`src/rtl/addsub_pkg.sv`:
```
// Shared definitions for the multi-cycle adder/subtracter:
// command codes, FSM state encoding and signed-overflow helper.
package addsub_pkg;

    localparam int unsigned CMD_W = 3;

    localparam logic [CMD_W-1:0] CMD_ADD = 3'b000;
    localparam logic [CMD_W-1:0] CMD_SUB = 3'b001;

    typedef enum logic [1:0] {
        IDLE = 2'd0,
        RUN  = 2'd1,
        DONE = 2'd2
    } state_t;

    // Two's-complement overflow of r = a + b, from the operand and result MSBs.
    function automatic logic signed_overflow(input logic a_msb,
                                             input logic b_msb,
                                             input logic r_msb);
        return (a_msb == b_msb) && (r_msb != a_msb);
    endfunction

endpackage

```
`src/rtl/addsub_slice.sv`:
```
// SLICE-bit ripple-carry adder built from 1-bit full adders; purely combinational.
// Ports:
//   x, y  : SLICE-bit addends
//   cin   : carry into bit 0
//   sum   : SLICE-bit sum
//   cout  : carry out of the top bit
module addsub_slice #(
    parameter int unsigned SLICE = 8
) (
    input  logic [SLICE-1:0] x,
    input  logic [SLICE-1:0] y,
    input  logic             cin,
    output logic [SLICE-1:0] sum,
    output logic             cout
);

    logic [SLICE:0] c;

    assign c[0] = cin;

    // One full adder per bit, carry rippling upward.
    for (genvar i = 0; i < SLICE; i++) begin : g_fa
        assign sum[i]   = x[i] ^ y[i] ^ c[i];
        assign c[i+1]   = (x[i] & y[i]) | (c[i] & (x[i] ^ y[i]));
    end

    assign cout = c[SLICE];

endmodule

```
`src/rtl/addsub_multicycle.sv`:
```
// Multi-cycle WIDTH-bit adder/subtracter. One shared SLICE-bit adder is
// stepped over the operands, one slice per clock, under a small FSM.
// Ports:
//   clk, rst_n          : clock, asynchronous active-low reset
//   in_valid / in_ready : operand-side handshake (a, b, command)
//   out_valid/ out_ready: result-side handshake
//   result              : sum or difference (qualify with out_valid)
//   carryout            : carry out of MSB (for SUB, 1 = no borrow)
//   overflow            : signed overflow
//   zero                : result == 0
//   error               : accepted command was illegal
module addsub_multicycle
    import addsub_pkg::*;
#(
    parameter int unsigned WIDTH = 32,
    parameter int unsigned SLICE = 8
) (
    input  logic             clk,
    input  logic             rst_n,
    input  logic             in_valid,
    output logic             in_ready,
    input  logic [WIDTH-1:0] a,
    input  logic [WIDTH-1:0] b,
    input  logic [CMD_W-1:0] command,
    output logic             out_valid,
    input  logic             out_ready,
    output logic [WIDTH-1:0] result,
    output logic             carryout,
    output logic             overflow,
    output logic             zero,
    output logic             error
);

    localparam int unsigned NSLICE = WIDTH / SLICE;
    localparam int unsigned IDX_W  = (NSLICE > 1) ? $clog2(NSLICE) : 1;
    localparam logic [IDX_W-1:0] LAST_IDX = IDX_W'(NSLICE - 1);

    // Reject configurations the slice stepping cannot cover exactly.
    if ((SLICE < 1) || (WIDTH < 2) || ((WIDTH % SLICE) != 0)) begin : g_bad_cfg
        $fatal(1, "addsub_multicycle: SLICE must divide WIDTH and WIDTH must be >= 2");
    end

    state_t state_q, state_d;

    logic [WIDTH-1:0] a_q, a_d;
    logic [WIDTH-1:0] b_q, b_d;          // b already inverted for SUB
    logic             carry_q, carry_d;
    logic [IDX_W-1:0] idx_q, idx_d;

    logic             in_ready_d;
    logic             out_valid_d;
    logic [WIDTH-1:0] result_d;
    logic             carryout_d;
    logic             overflow_d;
    logic             zero_d;
    logic             error_d;

    // Slice-indexed views of the operand registers.
    logic [NSLICE-1:0][SLICE-1:0] a_s, b_s;
    logic [NSLICE-1:0][SLICE-1:0] res_s;
    logic [SLICE-1:0]             slice_sum;
    logic                         slice_cout;
    logic                         cmd_legal;
    logic                         cmd_sub;

    assign a_s = a_q;
    assign b_s = b_q;

    assign cmd_sub   = (command == CMD_SUB);
    assign cmd_legal = (command == CMD_ADD) || cmd_sub;

    addsub_slice #(.SLICE(SLICE)) u_slice (
        .x    (a_s[idx_q]),
        .y    (b_s[idx_q]),
        .cin  (carry_q),
        .sum  (slice_sum),
        .cout (slice_cout)
    );

    // State register.
    always_ff @(posedge clk or negedge rst_n) begin
        if (!rst_n) begin
            state_q <= IDLE;
        end else begin
            state_q <= state_d;
        end
    end

    // Next-state and next-register values.
    always_comb begin
        state_d     = state_q;
        a_d         = a_q;
        b_d         = b_q;
        carry_d     = carry_q;
        idx_d       = idx_q;
        in_ready_d  = in_ready;
        out_valid_d = out_valid;
        result_d    = result;
        carryout_d  = carryout;
        overflow_d  = overflow;
        zero_d      = zero;
        error_d     = error;
        res_s       = result;

        unique case (state_q)
            IDLE: begin
                in_ready_d = 1'b1;
                if (in_valid && in_ready) begin
                    in_ready_d = 1'b0;
                    if (cmd_legal) begin
                        a_d     = a;
                        b_d     = cmd_sub ? ~b : b;
                        carry_d = cmd_sub;
                        idx_d   = '0;
                        error_d = 1'b0;
                        state_d = RUN;
                    end else begin
                        // Illegal command completes immediately with a fixed response.
                        result_d    = '0;
                        carryout_d  = 1'b0;
                        overflow_d  = 1'b0;
                        zero_d      = 1'b1;
                        error_d     = 1'b1;
                        out_valid_d = 1'b1;
                        state_d     = DONE;
                    end
                end
            end

            RUN: begin
                in_ready_d   = 1'b0;
                res_s[idx_q] = slice_sum;
                result_d     = res_s;
                carry_d      = slice_cout;
                idx_d        = idx_q + IDX_W'(1);
                if (idx_q == LAST_IDX) begin
                    idx_d       = '0;
                    carryout_d  = slice_cout;
                    overflow_d  = signed_overflow(a_q[WIDTH-1], b_q[WIDTH-1], result_d[WIDTH-1]);
                    zero_d      = (result_d == '0);
                    out_valid_d = 1'b1;
                    state_d     = DONE;
                end
            end

            DONE: begin
                in_ready_d = 1'b0;
                if (out_valid && out_ready) begin
                    out_valid_d = 1'b0;
                    in_ready_d  = 1'b1;
                    state_d     = IDLE;
                end
            end

            default: begin
                state_d    = IDLE;
                in_ready_d = 1'b0;
            end
        endcase
    end

    // Datapath and output registers.
    always_ff @(posedge clk or negedge rst_n) begin
        if (!rst_n) begin
            a_q       <= '0;
            b_q       <= '0;
            carry_q   <= 1'b0;
            idx_q     <= '0;
            in_ready  <= 1'b0;
            out_valid <= 1'b0;
            result    <= '0;
            carryout  <= 1'b0;
            overflow  <= 1'b0;
            zero      <= 1'b0;
            error     <= 1'b0;
        end else begin
            a_q       <= a_d;
            b_q       <= b_d;
            carry_q   <= carry_d;
            idx_q     <= idx_d;
            in_ready  <= in_ready_d;
            out_valid <= out_valid_d;
            result    <= result_d;
            carryout  <= carryout_d;
            overflow  <= overflow_d;
            zero      <= zero_d;
            error     <= error_d;
        end
    end

endmodule

```
`config.mk`:
```
export PLATFORM = sky130hd
export DESIGN_NAME = addsub_multicycle
export DESIGN_NICKNAME = d
export VERILOG_FILES = /design/src/rtl/addsub_pkg.sv /design/src/rtl/addsub_slice.sv /design/src/rtl/addsub_multicycle.sv
export SDC_FILE = /design/constraint.sdc
export NUM_CORES = 1
export LEC_CHECK = 0
export CAP_MARGIN = 40
export CELL_PAD_IN_SITES_DETAIL_PLACEMENT = 1
export CELL_PAD_IN_SITES_GLOBAL_PLACEMENT = 1
export CORE_MARGIN = 3
export CORE_UTILIZATION = 40
export CTS_CLUSTER_SIZE = 16
export DETAILED_ROUTE_END_ITERATION = 10
export GPL_TIMING_DRIVEN = 0
export HOLD_SLACK_MARGIN = 0.06
export MAX_ROUTING_LAYER = met4
export PLACE_DENSITY_LB_ADDON = 0.1
export RECOVER_POWER = 50
export SLEW_MARGIN = 15
export SYNTH_ARGS = -nofsm -noshare
export SYNTH_HDL_FRONTEND = slang
export SYNTH_SLANG_ARGS = --single-unit
```
`constraint.sdc`:
```
create_clock -name clk -period 5.9 [get_ports clk]
set_clock_uncertainty 0.1 [all_clocks]
set_input_delay 1.18 -clock clk [delete_from_list [all_inputs] [get_ports clk]]
set_output_delay 1.18 -clock clk [all_outputs]
set_load 0.01 [all_outputs]
```
==> reports/qor.yml, run 1 <==
detailed_routing:
  drc: 0
  antenna_left: 0
  drt_iter0_markers: 248
  drt_pass1_iterations: 4
  vias: 3935
  routedWlPerCell_microns: 19.1
  wirelength_microns: 14100
  via_per_inst: 5.30
status:
  violations: "max-capacitance violations, max-slew violations"
  outcome: "finished, violations left"
synth:
  ys_async_sr_fraction: 1.00
  synth-seq-cells: 107
  synth.net_count: 529
  syn_area_sq_um: 5220
  ys.flop_type: "dfrtp_1"
  yosysSeqAreaShare: 0.513
  synthCells: 446
  yosys_warnings: 0
  post_synth_num_cell_types: 52
  syn_avg_cell_area_sq_um: 11.7
  synth_enable_flop_cells: 0
die:
  die-area_sq_um: 14400
  initial_core_util: 0.412
  die_w_microns: 120
  core_sq_um: 12700
  rows: 41
  ios: 109
  die_h_microns: 120
grt:
  grtUsageTotal: 0.212
  grt_remaining_overflow: 0
  grt_pass1_vias: 4286
  antenna_found_initial: 0
  grt_max_degree: 60
  grt_pass1_wl_microns: 23200
worst_setup_path:
  timing.rr.end: "zero"
  reg2reg_slack_ns: 0.51
  worstSetupEndpointType: "register"
  arrival_ns: 5.57
  r2r_start: "idx_q[0]"
  worst-path-max-fanout: 10
  r2r_cells: 20
  start_kind: "register"
  critPathKind: "register to register"
  required_ns: 6.08
finish:
  area_growth_pct: 30.5
  fin_util: 0.537
  multi_input_area_sq_um: 2310
  seq_area_sq_um: 2680
  final_cell_count_no_fill: 742
  final_area_sq_um: 6800
  nets: 648
  diodes: 0
  fillers: 1356
  drive_gt1_frac: 0.105
placement:
  dp_hpwl_microns: 10800
  place_inst: 727
  placed_area_sq_um: 6540
  gp_congestion: 0.828
  io_buffers: 108
pwr:
  leakagePower_nw: 2.95
  cellPowerDensity_nw_per_um2: 506
  ir_worst_vdd_mv: 0.207
  finalPower_mw: 3.44
timing:
  period_minus_slack_ns: 5.39
  holdWs_ns: 0.391
  final_hold_viol_count: 0
  grt_setup_unrepaired: "no"
  maxSlewViolCount: 50
  tightestPinTransition_ns: 2.56
  timing.fmax_mhz: 185
  setup_viol: 0
  finalCritPeriodShare: 0.914
  slew_headroom: -0.707
clock_tree:
  tritoncts: "done"
  clkTransAtPathRegs_ns: 0.07
  ctsResizeCount: 0
  cts.sinks: 107
  numCtsBuffers: 9
  clk_latency_ns: 0.35
  post_cts_buffers: 0
  cts-hold-fix-buffers: 0
  cts-root-buf: "clkbuf_16"
  cts.path.max_buffers: 2
  htree_levels: 3
min_path:
  hold_depth: 1
  hold_class: "register to register"
  hold_path_end: "a_q[14]"
  hp-start: "a_q[14]"
flow_run:
  drv_cap: 1
worst max path at each step:
stage | startpoint | cells past startpoint | end | slack [ns]
after floorplan | idx_q[1] | 20 | zero | 1.07
after global placement | rst_n | 1 | b_q[22] | -0.57
after detailed placement | idx_q[1] | 20 | zero | 0.33
after CTS | idx_q[1] | 20 | zero | 0.28
after global routing | idx_q[0] | 20 | zero | 0.09
final | idx_q[0] | 20 | zero | 0.51
per-layer routing:
metal / global-route usage / wire length, microns / share of wire
met3: 0.0295 / 514 / 0.036
met4: 0.0637 / 247 / 0.017
met1: 0.280 / 6340 / 0.45
met5: - / 0 / 0
met2: 0.347 / 7030 / 0.50
critical path, cell delays in order (launching register included):
cell,delay [ns]
dfrtp_1,0.42
clkbuf_4,0.25
buf_4,0.24
mux4_2,0.34
inv_1,0.05
fa_1,0.41
fa_1,0.39
fa_1,0.38
fa_1,0.37
inv_1,0.07
fa_1,0.17
fa_1,0.18
fa_1,0.21
inv_1,0.07
fa_1,0.49
buf_6,0.15
and4b_1,0.23
o22ai_2,0.07
nor4_1,0.33
nand4_1,0.19
a21oi_1,0.17
layout make-up:
| type | count | share of cell area |
|---|---|---|
| buffer | 27 | 0.0226 |
| clock buffer | 11 | 0.0357 |
| clock inverter | 5 | 0.00772 |
| inverter | 19 | 0.0105 |
| multi-input combinational | 292 | 0.340 |
| sequential | 107 | 0.394 |
| tap | 172 | 0.0316 |
| timing repair buffer | 109 | 0.159 |
cell usage in the layout, fill, tap and decap left out, types with 2 or more instances in the layout:
cell type,instances
a22o_1,9
nor2_1,9
xnor2_1,32
clkinv_2,3
a32o_1,6
buf_6,2
mux4_2,16
clkbuf_1,8
nand3_1,2
clkdlybuf4s50_1,91
dfrtp_1,107
clkbuf_8,2
nor2b_1,2
nand2_1,63
nand2b_1,2
inv_1,19
mux2i_1,2
buf_2,16
a21oi_1,6
nor3_1,7
o21ai_0,22
clkbuf_16,9
and3_1,3
dlygate4sd3_1,16
fa_1,8
a211oi_1,3
mux2_1,32
o22ai_1,2
nor4_1,2
nand4_1,2
o21ai_1,36
ha_1,4
cells in the mapped netlist (all sizes together), types with 2 or more instances:
cell	number	area (sq um)
dfrtp	107	2680
a32o	6	60.1
xnor2	32	280
mux2	33	372
mux2i	2	20.0
ha	4	50.1
nor4	3	33.8
buf	21	119
fa	8	160
clkbuf	7	36.3
a21oi	6	30.0
and3	3	18.8
nor3	8	45.0
nand4	2	12.5
and2	2	13.8
nor2b	2	12.5
nor2	9	33.8
o21ai	58	290
a22o	9	78.8
inv	19	71.3
o22ai	3	25.0
nand2b	2	12.5
nand2	63	236
mux4	16	360
nand3	2	10.0
a211oi	3	22.5
or4	2	16.3
flip-flops by register name, summed over array words and instances, names as in the netlist:
name       count
a_q           32
b_q           32
result        32
idx_q          2
state_q        2
carry_q        1
carryout       1
error          1
in_ready       1
out_valid      1
overflow       1
zero           1
cells by family after synthesis:
kind of cell               Yosys count  share of synthesized area
xor gates and xnor gates            32                     0.0537
buffers and inverters               47                     0.0434
muxes                               51                      0.144
DFF                                107                      0.513
AOI/OAI and AO/OA                   92                      0.108
adders and majority gates           12                     0.0403
and+or+nand+nor                    105                     0.0969
report_power, final:
group          internal (mW)  switching, mW  leakage (nW)
Combinational          0.760          0.879          1.40
Sequential              1.01          0.185          1.40
Clock                  0.339          0.268         0.145
Total                   2.11           1.33          2.95
per-stage QoR:
stage	TNS, ns	setup WS (ns)
floorplan	0	1.07
global placement	-60.15	-0.572
detailed placement	0	0.332
CTS	0	0.275
global route	0	0.0919
finish	0	0.505
(Power assumes the default switching activity.)
==> run 2: changes to the inputs <==
- MAX_ROUTING_LAYER: met4 -> default
- SLEW_MARGIN: 15 -> 30
==> run 2 against run 1 <==
The run still ends with max-capacitance violations, max-slew violations left. Power is essentially flat. Wire length grew 0.11%. First-iteration DRC count shrank 3.6%. Global-route usage shrank 0.61 points. Core utilization is the same. Fmax shrank 0.11%. Die area is the same. Cell count is the same. Non-clock buffer count is the same. Setup slack lost 0.0057 ns. Largest cell class unchanged. Largest power group unchanged. Highest routed layer unchanged.
==> reports/qor.yml, run 2 (same netlist as run 1, synthesis figures left out) <==
status:
  outcome: "finished, violations left"
  violations: "max-capacitance violations, max-slew violations"
finish:
  nets: 648
  final_cell_mix: "107 x dfrtp_1, 91 x clkdlybuf4s50_1, 63 x nand2_1"
  diodes: 0
  final_area_sq_um: 6800
  fillers: 1356
  top_regs: "a_q (32), b_q (32), result (32)"
  final_common_cell: "dfrtp_1"
  drive_gt1_frac: 0.105
  area_growth_pct: 30.5
worst_setup_path:
  crit_slowest_cell: "fa_1"
  arrival_ns: 5.58
  required_ns: 6.08
  crit_top_cell: "fa_1"
  crit_chain: "clkbuf_4, buf_4, mux4_2, inv_1, fa_1, fa_1, fa_1, fa_1, inv_1, fa_1, fa_1, fa_1, inv_1, fa_1, buf_6, and4b_1, o22ai_2, nor4_1, nand4_1, a21oi_1"
  worstSetupEndpointType: "register"
  worst-path-max-fanout: 10
  max_stage_delay_ns: 0.49
  start_kind: "register"
  critical_path_buf_inv_count: 6
  critPathTopFamily: "adder cells"
  reg2reg_slack_ns: 0.50
  critPathKind: "register to register"
grt:
  grt_pass1_vias: 4289
  grtUsageTotal: 0.206
  grt_max_degree: 60
  antenna_found_initial: 0
  grt_pass1_wl_microns: 23100
  grt_remaining_overflow: 0
pwr:
  cellPowerDensity_nw_per_um2: 506
  ir_worst_vdd_mv: 0.206
  leakagePower_nw: 2.95
placement:
  placed_area_sq_um: 6540
  gp_congestion: 0.816
  dp_hpwl_microns: 10800
  io_buffers: 108
min_path:
  hold_class: "register to register"
timing:
  tightestPinTransition_ns: 2.56
  setup_viol: 0
  final_hold_viol_count: 0
  timing.fmax_mhz: 185
  slew_headroom: -0.706
  finalCritPeriodShare: 0.915
  grt_setup_unrepaired: "no"
  holdWs_ns: 0.390
  maxSlewViolCount: 50
  period_minus_slack_ns: 5.40
flow_run:
  drv_cap: 2
clock_tree:
  tritoncts: "done"
  cts.sinks: 107
  htree_levels: 3
  post_cts_buffers: 0
  cts.path.max_buffers: 2
  clk_latency_ns: 0.35
  clkTransAtPathRegs_ns: 0.07
  cts-root-buf: "clkbuf_16"
  numCtsBuffers: 9
die:
  ios: 109
  initial_core_util: 0.412
  core_sq_um: 12700
  rows: 41
  die_h_microns: 120
  die-area_sq_um: 14400
  die_w_microns: 120
detailed_routing:
  wirelength_microns: 14200
  routedWlPerCell_microns: 19.1
  vias: 3927
  antenna_left: 0
  via_per_inst: 5.29
  drc: 0
  drt_iter0_markers: 239
  drt_pass1_iterations: 4
[run 2: cell counts in the layout (fill, tap and decap cells not counted)]
No cell type changed its count.
[run 2: final timing paths]
kind / from / end / cells after the start
worst max-delay path: idx_q[0] / zero / 20
worst min-delay path: a_q[12] / a_q[12] / 1
worst max register to register: idx_q[0] / zero / 20
worst min register to register: a_q[12] / a_q[12] / 1
max in group asynchronous: rst_n / b_q[6] / 2
min in group asynchronous: rst_n / result[18] / 1
[run 2: what timing repair did]
action                     in CTS  in global routing
setup endpoints to repair       0                  1
hold buffers                    0                  0
resized for setup               0                  1
[run 2: where the power goes]
group | switching, mW | internal (mW) | leakage (nW) | total [mW]
logic | 0.878 | 0.760 | 1.40 | 1.64
clock network | 0.269 | 0.339 | 0.145 | 0.608
registers | 0.185 | 1.01 | 1.40 | 1.20
[run 2: layout make-up]
type	count	area [sq um]	area share
Inverter	19	71.3	0.0105
Timing Repair Buffer	109	1080	0.159
Tap cell	172	215	0.0316
Multi-Input combinational cell	292	2310	0.340
Clock inverter	5	52.6	0.00772
Buffer	27	154	0.0226
Clock buffer	11	243	0.0357
Sequential cell	107	2680	0.394
[run 2: worst reg2reg max path, delay by kind of cell, from the launching register on]
family                     cells  cell delay [ns]
muxes                          1             0.35
and+or+nand+nor                3             0.75
DFF                            1             0.42
buffers and inverters          6             0.84
AOI/OAI and AO/OA              2             0.24
adders and majority gates      8             2.61
[run 2: through the flow]
stage          instances  setup TNS (ns)  power [mW]  setup slack [ns]   util
4_1_cts              743               0        3.50             0.275  0.539
2_1_floorplan        446               0        2.17              1.07      -
3_3_place_gp         726          -60.15        2.81            -0.572  0.514
6_report             742               0        3.44             0.500  0.537
3_5_place_dp         727               0        2.88             0.332  0.516
5_1_grt              742               0        3.69            0.0920  0.537
[run 2: per-layer routing]
layer / wire length [microns] / part of all wire / GRT usage
met2: 7030 / 0.50 / 0.347
met1: 6340 / 0.45 / 0.278
met4: 243 / 0.017 / 0.0637
met3: 545 / 0.039 / 0.0299
met5: 0 / 0 / 0
==> run 3: changes to the inputs <==
- CTS_CLUSTER_SIZE: 16 -> 24
==> results of run 3 <==
Final layout, timing and power as in run 2 (identical DEF).
